===== src/rtl/speed_ctrl_if.sv =====
// Signal bundle between the CPU speed controller and its environment.
// The master side drives the button, software strobe and bus-idle; the slave side reports speed status.
interface speed_ctrl_if;
    logic turboSw;
    logic regWr;
    logic regSpeed;
    logic busIdle;
    logic speed;
    logic haltReq;
    logic busy;
    logic speedChg;
    logic timeout;

    modport master (
        output turboSw, regWr, regSpeed, busIdle,
        input  speed, haltReq, busy, speedChg, timeout
    );

    modport slave (
        input  turboSw, regWr, regSpeed, busIdle,
        output speed, haltReq, busy, speedChg, timeout
    );
endinterface


===== src/rtl/speed_ctrl.sv =====
// CPU speed switch controller: drains the bus, flips SPEED, then holds the CPU while the clock settles.
// Define SPEED_CTRL_TURBO_SW_EN to include the synchronized, debounced front-panel turbo button.
module speed_ctrl #(
    parameter int DEBOUNCE_CYC  = 1000000,
    parameter int SETTLE_CYC    = 16,
    parameter int DRAIN_TIMEOUT = 4096
) (
    input logic          i_clk100m,
    input logic          i_reset,
    speed_ctrl_if.slave  io_bus
);

    localparam int SET_W = (SETTLE_CYC > 1) ? $clog2(SETTLE_CYC) : 1;
    localparam int DRN_W = (DRAIN_TIMEOUT > 1) ? $clog2(DRAIN_TIMEOUT) : 1;
    localparam logic [SET_W-1:0] SET_LAST = SET_W'(SETTLE_CYC - 1);
    localparam logic [DRN_W-1:0] DRN_LAST = DRN_W'(DRAIN_TIMEOUT - 1);

    typedef enum logic [1:0] {
        S_IDLE,
        S_DRAIN,
        S_SWITCH,
        S_SETTLE
    } state_t;

    state_t             r_state;
    state_t             w_stateNext;
    logic               r_speed;
    logic               r_halt;
    logic               r_chg;
    logic               r_timeout;
    logic               r_pending;
    logic               r_target;
    logic               r_idlePair;
    logic [DRN_W-1:0]   r_drainCnt;
    logic [SET_W-1:0]   r_settleCnt;

    logic               w_haltNext;
    logic               w_speedNext;
    logic               w_chgNext;
    logic               w_timeoutSet;
    logic               w_pendClr;
    logic               w_idlePairNext;
    logic [DRN_W-1:0]   w_drainCntNext;
    logic [SET_W-1:0]   w_settleCntNext;
    logic               w_btnRise;

`ifdef SPEED_CTRL_TURBO_SW_EN
    localparam int DEB_W = (DEBOUNCE_CYC > 1) ? $clog2(DEBOUNCE_CYC) : 1;
    localparam logic [DEB_W-1:0] DEB_LAST = DEB_W'(DEBOUNCE_CYC - 1);

    logic               r_sync1;
    logic               r_sync2;
    logic               r_debLevel;
    logic [DEB_W-1:0]   r_debCnt;

    // The level is accepted on the last of DEBOUNCE_CYC consecutive differing samples
    always_ff @(posedge i_clk100m) begin
        if (i_reset) begin
            r_sync1    <= 1'b0;
            r_sync2    <= 1'b0;
            r_debLevel <= 1'b0;
            r_debCnt   <= '0;
        end else begin
            r_sync1 <= io_bus.turboSw;
            r_sync2 <= r_sync1;
            if (r_sync2 != r_debLevel) begin
                if (r_debCnt == DEB_LAST) begin
                    r_debLevel <= r_sync2;
                    r_debCnt   <= '0;
                end else begin
                    r_debCnt <= r_debCnt + DEB_W'(1);
                end
            end else begin
                r_debCnt <= '0;
            end
        end
    end

    assign w_btnRise = r_sync2 && !r_debLevel && (r_debCnt == DEB_LAST);
`else
    assign w_btnRise = 1'b0;
`endif

    always_comb begin
        w_stateNext     = r_state;
        w_haltNext      = r_halt;
        w_speedNext     = r_speed;
        w_chgNext       = 1'b0;
        w_timeoutSet    = 1'b0;
        w_pendClr       = 1'b0;
        w_idlePairNext  = r_idlePair;
        w_drainCntNext  = r_drainCnt;
        w_settleCntNext = r_settleCnt;
        case (r_state)
            S_IDLE: begin
                if (r_pending) begin
                    if (r_target != r_speed) begin
                        w_stateNext    = S_DRAIN;
                        w_haltNext     = 1'b1;
                        w_drainCntNext = '0;
                        w_idlePairNext = 1'b0;
                    end else begin
                        w_pendClr = 1'b1;
                    end
                end
            end
            S_DRAIN: begin
                // A completed idle pair beats a timeout landing on the same cycle
                if (io_bus.busIdle && r_idlePair) begin
                    w_stateNext = S_SWITCH;
                end else if (r_drainCnt == DRN_LAST) begin
                    w_stateNext  = S_IDLE;
                    w_haltNext   = 1'b0;
                    w_timeoutSet = 1'b1;
                    w_pendClr    = 1'b1;
                end else begin
                    w_drainCntNext = r_drainCnt + DRN_W'(1);
                    w_idlePairNext = io_bus.busIdle;
                end
            end
            S_SWITCH: begin
                w_speedNext     = r_target;
                w_chgNext       = (r_target != r_speed);
                w_pendClr       = 1'b1;
                w_stateNext     = S_SETTLE;
                w_settleCntNext = '0;
            end
            S_SETTLE: begin
                if (r_settleCnt == SET_LAST) begin
                    w_stateNext = S_IDLE;
                    w_haltNext  = 1'b0;
                end else begin
                    w_settleCntNext = r_settleCnt + SET_W'(1);
                end
            end
            default: begin
                w_stateNext = S_IDLE;
                w_haltNext  = 1'b0;
            end
        endcase
    end

    // New requests override any clear issued by the FSM in the same cycle
    always_ff @(posedge i_clk100m) begin
        if (i_reset) begin
            r_state     <= S_IDLE;
            r_speed     <= 1'b0;
            r_halt      <= 1'b0;
            r_chg       <= 1'b0;
            r_timeout   <= 1'b0;
            r_pending   <= 1'b0;
            r_target    <= 1'b0;
            r_idlePair  <= 1'b0;
            r_drainCnt  <= '0;
            r_settleCnt <= '0;
        end else begin
            r_state     <= w_stateNext;
            r_speed     <= w_speedNext;
            r_halt      <= w_haltNext;
            r_chg       <= w_chgNext;
            r_idlePair  <= w_idlePairNext;
            r_drainCnt  <= w_drainCntNext;
            r_settleCnt <= w_settleCntNext;
            if (io_bus.regWr) begin
                r_target  <= io_bus.regSpeed;
                r_pending <= 1'b1;
            end else if (w_btnRise) begin
                r_target  <= ~r_target;
                r_pending <= 1'b1;
            end else if (w_pendClr) begin
                r_pending <= 1'b0;
            end
            if (w_timeoutSet) begin
                r_timeout <= 1'b1;
            end else if (io_bus.regWr) begin
                r_timeout <= 1'b0;
            end
        end
    end

    assign io_bus.speed    = r_speed;
    assign io_bus.haltReq  = r_halt;
    assign io_bus.busy     = (r_state != S_IDLE);
    assign io_bus.speedChg = r_chg;
    assign io_bus.timeout  = r_timeout;

endmodule


===== src/flat_wrapper.sv =====
// flat-port wrapper written by rule: the top's interface ports become plain ports
module speed_ctrl_flat 
#(
    parameter int DEBOUNCE_CYC  = 1000000,
    parameter int SETTLE_CYC    = 16,
    parameter int DRAIN_TIMEOUT = 4096
)
  (i_clk100m, i_reset, io_bus_turboSw, io_bus_regWr, io_bus_regSpeed, io_bus_busIdle, io_bus_speed, io_bus_haltReq, io_bus_busy, io_bus_speedChg, io_bus_timeout);
  speed_ctrl_if io_bus_i ();
  input logic i_clk100m;
  input logic i_reset;
  input wire logic [$bits(io_bus_i.turboSw)-1:0] io_bus_turboSw;
  input wire logic [$bits(io_bus_i.regWr)-1:0] io_bus_regWr;
  input wire logic [$bits(io_bus_i.regSpeed)-1:0] io_bus_regSpeed;
  input wire logic [$bits(io_bus_i.busIdle)-1:0] io_bus_busIdle;
  output wire logic [$bits(io_bus_i.speed)-1:0] io_bus_speed;
  output wire logic [$bits(io_bus_i.haltReq)-1:0] io_bus_haltReq;
  output wire logic [$bits(io_bus_i.busy)-1:0] io_bus_busy;
  output wire logic [$bits(io_bus_i.speedChg)-1:0] io_bus_speedChg;
  output wire logic [$bits(io_bus_i.timeout)-1:0] io_bus_timeout;
  assign io_bus_i.turboSw = io_bus_turboSw;
  assign io_bus_i.regWr = io_bus_regWr;
  assign io_bus_i.regSpeed = io_bus_regSpeed;
  assign io_bus_i.busIdle = io_bus_busIdle;
  assign io_bus_speed = io_bus_i.speed;
  assign io_bus_haltReq = io_bus_i.haltReq;
  assign io_bus_busy = io_bus_i.busy;
  assign io_bus_speedChg = io_bus_i.speedChg;
  assign io_bus_timeout = io_bus_i.timeout;
  speed_ctrl #(.DEBOUNCE_CYC(DEBOUNCE_CYC), .SETTLE_CYC(SETTLE_CYC), .DRAIN_TIMEOUT(DRAIN_TIMEOUT)) u_core (.i_clk100m(i_clk100m), .i_reset(i_reset), .io_bus(io_bus_i));
endmodule

===== config.mk =====
export PLATFORM = sky130hd
export DESIGN_NAME = speed_ctrl_flat
export DESIGN_NICKNAME = d
export VERILOG_FILES = /design/src/rtl/speed_ctrl_if.sv /design/src/rtl/speed_ctrl.sv /design/src/flat_wrapper.sv
export SDC_FILE = /design/constraint.sdc
export NUM_CORES = 1
export LEC_CHECK = 0
export ABC_AREA = 1
export CAP_MARGIN = 10
export CORE_ASPECT_RATIO = 0.7
export CORE_MARGIN = 5
export CORE_UTILIZATION = 56
export DETAILED_ROUTE_END_ITERATION = 6
export PLACE_DENSITY = 0.77
export SYNTH_ARGS = -nofsm -noshare
export SYNTH_HDL_FRONTEND = slang
export SYNTH_SLANG_ARGS = --single-unit

===== constraint.sdc =====
create_clock -name i_clk100m -period 1.9 [get_ports i_clk100m]
set_input_delay 0.38 -clock i_clk100m [delete_from_list [all_inputs] [get_ports i_clk100m]]
set_output_delay 0.38 -clock i_clk100m [all_outputs]
set_load 0.02 [all_outputs]

After elaboration in Yosys (flattened, before gate mapping)
Index checks and enable logic that the tools add are counted.
- input port bits: 6
- word-level logic and storage cells: 74
- output and inout bits: 5
- flip-flop bits (word level): 25
- equal/unequal tests: 14
- add/subtract/negate cells: 2
- reductions and logical operators: 13
- mux-type cells: 34
- bitwise operators: 1
- operators by type and width (cell ; count):
    12-bit 2-to-1 mux ; 4
    12-bit case mux with 2 select lines ; 1
    1-bit 2-to-1 mux ; 18
    12-bit by 1-bit adder with 12-bit output, second input constant ; 1
    12-bit == test, second input constant ; 1
    2-bit 2-to-1 mux ; 5
    2-bit nonzero test ; 5
    2-bit by 1-bit != test with 1-bit output, second input constant ; 4
    2-bit case mux with 4 select lines ; 1
    4-bit case mux with 2 select lines ; 1
    2-bit != test, second input constant ; 3
    1-bit case mux with 3 select lines ; 2
    6-bit AND reduction ; 1
    5-bit AND reduction ; 1
    4-bit by 1-bit adder with 4-bit output, second input constant ; 1
    2-bit == test, second input constant ; 2
    4-bit == test, second input constant ; 1
    4-bit 2-to-1 mux ; 1
    4-bit AND reduction ; 1
    3-bit by 1-bit != test with 1-bit output, second input constant ; 1
    3-bit nonzero test ; 1
    2-bit by 1-bit == test with 1-bit output, second input constant ; 1
    2-bit logical NOT ; 1
    1-bit case mux with 2 select lines ; 1
    other kinds (5) ; 5

Depth between registers and ports, before layout
Gate-level depths: netlist (run 1).
- depth in word-level cells: 6
- mapped depth: 10
- depth with buffers taken out: 9

Worst setup path after synthesis (run 1)
OpenSTA, ideal clock, no wires.
- path type: reg2reg
- start point: reg u_core.r_drainCnt[0]
- end point: reg u_core.r_drainCnt[1]
- arrival time: 1.276 ns
- path slack: 0.496 ns
- data required time: 1.772 ns
- clock period less this slack: 1.404 ns
- stages on the path, launching flop included: 9
- cells stage by stage: dfxtp_1 > ha_1 > nand2_1 > nor2_2 > nand4_4 > nand2_4 > inv_2 > o21ai_0 > nor2_1
- longest elaborated chain between the ends: 4
- ends and longest elaborated chain (item ; line ; source):
    start: declaration ; speed_ctrl.sv:34 ; logic [DRN_W-1:0] r_drainCnt;
    start signal: assignment ; speed_ctrl.sv:162 ; r_drainCnt <= w_drainCntNext;
    12-bit by 1-bit adder with 12-bit output ; speed_ctrl.sv:117 ; w_drainCntNext = r_drainCnt + DRN_W'(1);
    12-bit 2-to-1 mux ; speed_ctrl.sv:111 ; end else if (r_drainCnt == DRN_LAST) begin
    12-bit 2-to-1 mux ; speed_ctrl.sv:109 ; if (io_bus.busIdle && r_idlePair) begin
    12-bit case mux with 2 select lines ; speed_ctrl.sv:94 ; case (r_state)
Several ways; a longest one is shown, not always the timed one. The select of a mux whose other input is x is not followed.
A chain may end at the register's enable or synchronous reset.

Worst setup path after layout (run 1)
Ends and elaborated chain as after synthesis.

==> qor.csv, run 1 <==
stage,metric,value,unit
power,seqPwrFrac,63.3,%
routing,vias_per_cell,5.102,
synth,async_flop_share,0,%
setup_path,critPathMaxStageDelay,0.41,ns
global_routing,use_met3,5.482,%
die,core_area,0.002225,mm2
setup_path,critPathLaunchType,register,
die,start_util,60.35,%
worst_hold_path,min_path_type,reg2reg,
timing,whs,0.4903,ns
timing,clock_skew,0.001045,ns
synth,synth_top_area_cell,dfxtp_1,
power,p_per_area,570.7,mW/mm2
clock_network,worstSkewPairLatency,0.31,ns
setup_path,r2r_slack,0.17,ns
timing,slew_headroom,81.61,%
global_routing,antenna_found_initial,0,
routing,drt-total-wl,2.730,mm
synth,ys_seq_area_share,37.28,%
finish,syn_to_final_growth,11.56,%
die,die_y,50.97,um
global_routing,use_met2,26.78,%
placed_design,dp_hpwl,2.158,mm
synth,synth_flop_cell,dfxtp_1,
synth,synth_warnings,0,
outcome,outcome,finished clean,
finish,nets,221,
global_routing,grt_pass1_wl,4.719,mm
power,internal_power,641.0,uW
setup_path,worstPathArrival,1.96,ns
clock_network,cts_hold_buf,0,
global_routing,grt_max_degree,15,
synth,synth_commonest_cells,"nand2_1 (59), dfxtp_1 (25), inv_1 (23), nor2_1 (23), a21oi_1 (17)",
synth,syn_inst,200,
setup_path,path_cells,"ha_1, nand2_1, nor2_2, nand4_4, nand2_4, inv_2, o21ai_0, nor2_1",
routing,drtPass1Iterations,4,
synth,synth_area_leaders,"dfxtp_1 (37%), nand2_1 (16%), inv_1 (6.4%), nor2_1 (6.4%), a21oi_1 (6.3%)",
synth,synth_seq_cells,25,
die,ios,11,
synth,yosysUniqueCellTypes,26,
routing,num_vias,1245,
finish,fillCellCount,205,
clock_network,clockBufferDepth,2,
finish,drive_gt1_share,9.906,%
setup_path,cp_max_fo,12,
clock_network,cts.sinks,25,
clock_network,clk_pin_slew,0.13,ns
routing,drt_iter0_markers,103,
timing,rsz0062_at_grt,no,
synth,syn_nets,208,
power,finalPower,854.7,uW
routing,ant_nets,0,
power,p_sw,213.7,uW
power,power_frac_clock,27.7,%
setup_path,worstSetupPathType,reg2reg,
global_routing,grt-ovfl-total,0,
timing,final_hold_viol_count,0,
synth,synth_edf_count,0,
synth,netlist_area,0.001343,mm2
synth,synth.most_common_cell,nand2_1,
synth,synth_top_area_share,37.28,%
power,swShare,25.00,%
routing,drc,0,
routing,wl_per_cell,11.19,um
power,combPwrFrac,9.0,%
timing,setup_violations,0,
timing,worst_slew_pin_slew,0.2748,ns
clock_network,numCtsBuffers,3,
clock_network,cts_max_level,1,
finish,diodes,0,
global_routing,grt_busiest_layer,met2,
setup_path,end_kind,register,
timing,period_share,91.28,%
global_routing,grt_pass1_vias,1041,
timing,final.setup.tns,0,ns
clock_network,clockRootBuffer,clkbuf_4,
synth,syn-mean-instance-area,6.713,um2
global_routing,gr-usage-all-layers,17.61,%
setup_path,crit_required,2.13,ns
power,cellLeakagePower,0.6016,nW
die,rows,14,
timing,timing.fmax,0.5766,GHz
clock_network,cts_tree,yes,
die,die_area,0.003492,mm2
timing,fin_crit,1.734,ns
timing,slew_violations,0,
global_routing,grtUsageMet1,24.70,%
die,die_x,68.52,um
placed_design,port_buffers,9,
job,cap_violations,0,
setup_path,cpMaxStageDelayCell,dfxtp_1,
placed_design,place.gp.congestion,0.7801,
power,vdd_ir_drop_max,0.5003,mV
-- through the flow --
stage | cell area [um2] | utilization [%] | cells | worst slack (ns)
2_1_floorplan | 1343 | - | 200 | 0.4964
3_3_place_gp | 1465 | 65.86 | 240 | 0.1637
3_5_place_dp | 1465 | 65.86 | 240 | 0.1505
4_1_cts | 1495 | 67.21 | 244 | 0.05437
5_1_grt | 1498 | 67.32 | 244 | 0.02645
6_report | 1498 | 67.32 | 244 | 0.1657
-- power by group through the flow --
stage          Combinational [mW]  Clock (mW)  Sequential (mW)
2_1_floorplan              0.0510           0            0.552
3_3_place_gp               0.0754           0            0.552
3_5_place_dp               0.0771           0            0.553
4_1_cts                    0.0772       0.244            0.541
5_1_grt                    0.0866       0.275            0.544
6_report                   0.0767       0.237            0.541
-- routing by layer --
| metal | vias to the layer above | wire length [um] |
|---|---|---|
| li1 | 663 | - |
| met5 | - | 0 |
| met1 | 559 | 1366 |
| met4 | 0 | 14 |
| met3 | 2 | 105 |
| met2 | 21 | 1244 |
-- flip-flops by register name (all words and copies together), names as in the netlist, named ones only --
signal,flops
u_core.io_bus.speed,1
u_core.io_bus.speedChg,1
u_core.r_pending,1
u_core.r_idlePair,1
u_core.io_bus.haltReq,1
u_core.r_drainCnt,12
u_core.r_settleCnt,4
u_core.r_state,1
u_core.io_bus.timeout,1
u_core.r_target,1
-- path summary, 6_finish.rpt --
check / start / end / depth (start not counted)
max: u_core.r_drainCnt[0]$_SDFFE_PP0P_ / u_core.r_drainCnt[1]$_SDFFE_PP0P_ / 8
min reg2reg: u_core.io_bus.timeout$_SDFFE_PP0P_ / u_core.io_bus.timeout$_SDFFE_PP0P_ / 2
max reg2reg: u_core.r_drainCnt[0]$_SDFFE_PP0P_ / u_core.r_drainCnt[1]$_SDFFE_PP0P_ / 8
min: u_core.io_bus.timeout$_SDFFE_PP0P_ / u_core.io_bus.timeout$_SDFFE_PP0P_ / 2
-- cell type report --
cell class                      instances  area (um2)  area share (%)
Clock buffer                            3       22.52           1.504
Multi-Input combinational cell        147       729.5           48.71
Clock inverter                          1       5.005          0.3342
Sequential cell                        25       503.0           33.58
Tap cell                               32       40.04           2.673
Inverter                               26       97.59           6.516
Timing Repair Buffer                   10       100.1           6.683
-- worst max-delay path, delay by kind of cell (launching register included) --
family                     cells  cell delay [ns]
and+or+nand+nor                5             0.74
DFF                            1             0.41
adders and majority gates      1             0.21
AOI/OAI and AO/OA              1             0.16
buffers and inverters          1             0.11
-- layout by cell type (no fill, tap or decap), drive strengths merged --
| master | count |
|---|---|
| ha | 2 |
| o22ai | 1 |
| nor3 | 2 |
| nor3b | 3 |
| clkbuf | 3 |
| o211ai | 1 |
| clkdlybuf4s50 | 8 |
| nand3 | 13 |
| dfxtp | 25 |
| a211oi | 1 |
| o21bai | 1 |
| clkinv | 1 |
| buf | 1 |
| nand2 | 62 |
| dlymetal6s2s | 1 |
| or2 | 1 |
| nand4 | 4 |
| nor2 | 29 |
| inv | 26 |
| a21oi | 17 |
| and2 | 1 |
| xor2 | 2 |
| o21ai | 7 |
-- repair_timing --
item / 4_1_cts / 5_1_grt
gates resized for setup: 2 / 1
buffers inserted: 0 / 0
endpoints found under the setup margin: 1 / 1
gates cloned: 0 / 0
endpoints found under the hold margin: 0 / 0
-- cells by family (layout without fill, tap and decap cells) --
kind of cell    count (synthesis)  count (layout)  synth area share, %
simple gates                  115             115                39.79
compound gates                 28              28                11.37
buf+inv                        28              40                8.387
flops                          25              25                37.28
fa+ha+maj                       2               2                1.864
xor+xnor                        2               2                1.305
(Power assumes the default switching activity.)
==> run 2: changes to the inputs <==
--- a/config.mk
+++ b/config.mk
@@ -6,6 +6,7 @@
 export NUM_CORES = 1
 export LEC_CHECK = 0
 export ABC_AREA = 1
+export ABC_CLOCK_PERIOD_IN_PS = 1900
 export CAP_MARGIN = 10
 export CORE_ASPECT_RATIO = 0.7
 export CORE_MARGIN = 5
==> results of run 2 <==
Final layout, timing and power as in run 1 (identical DEF).
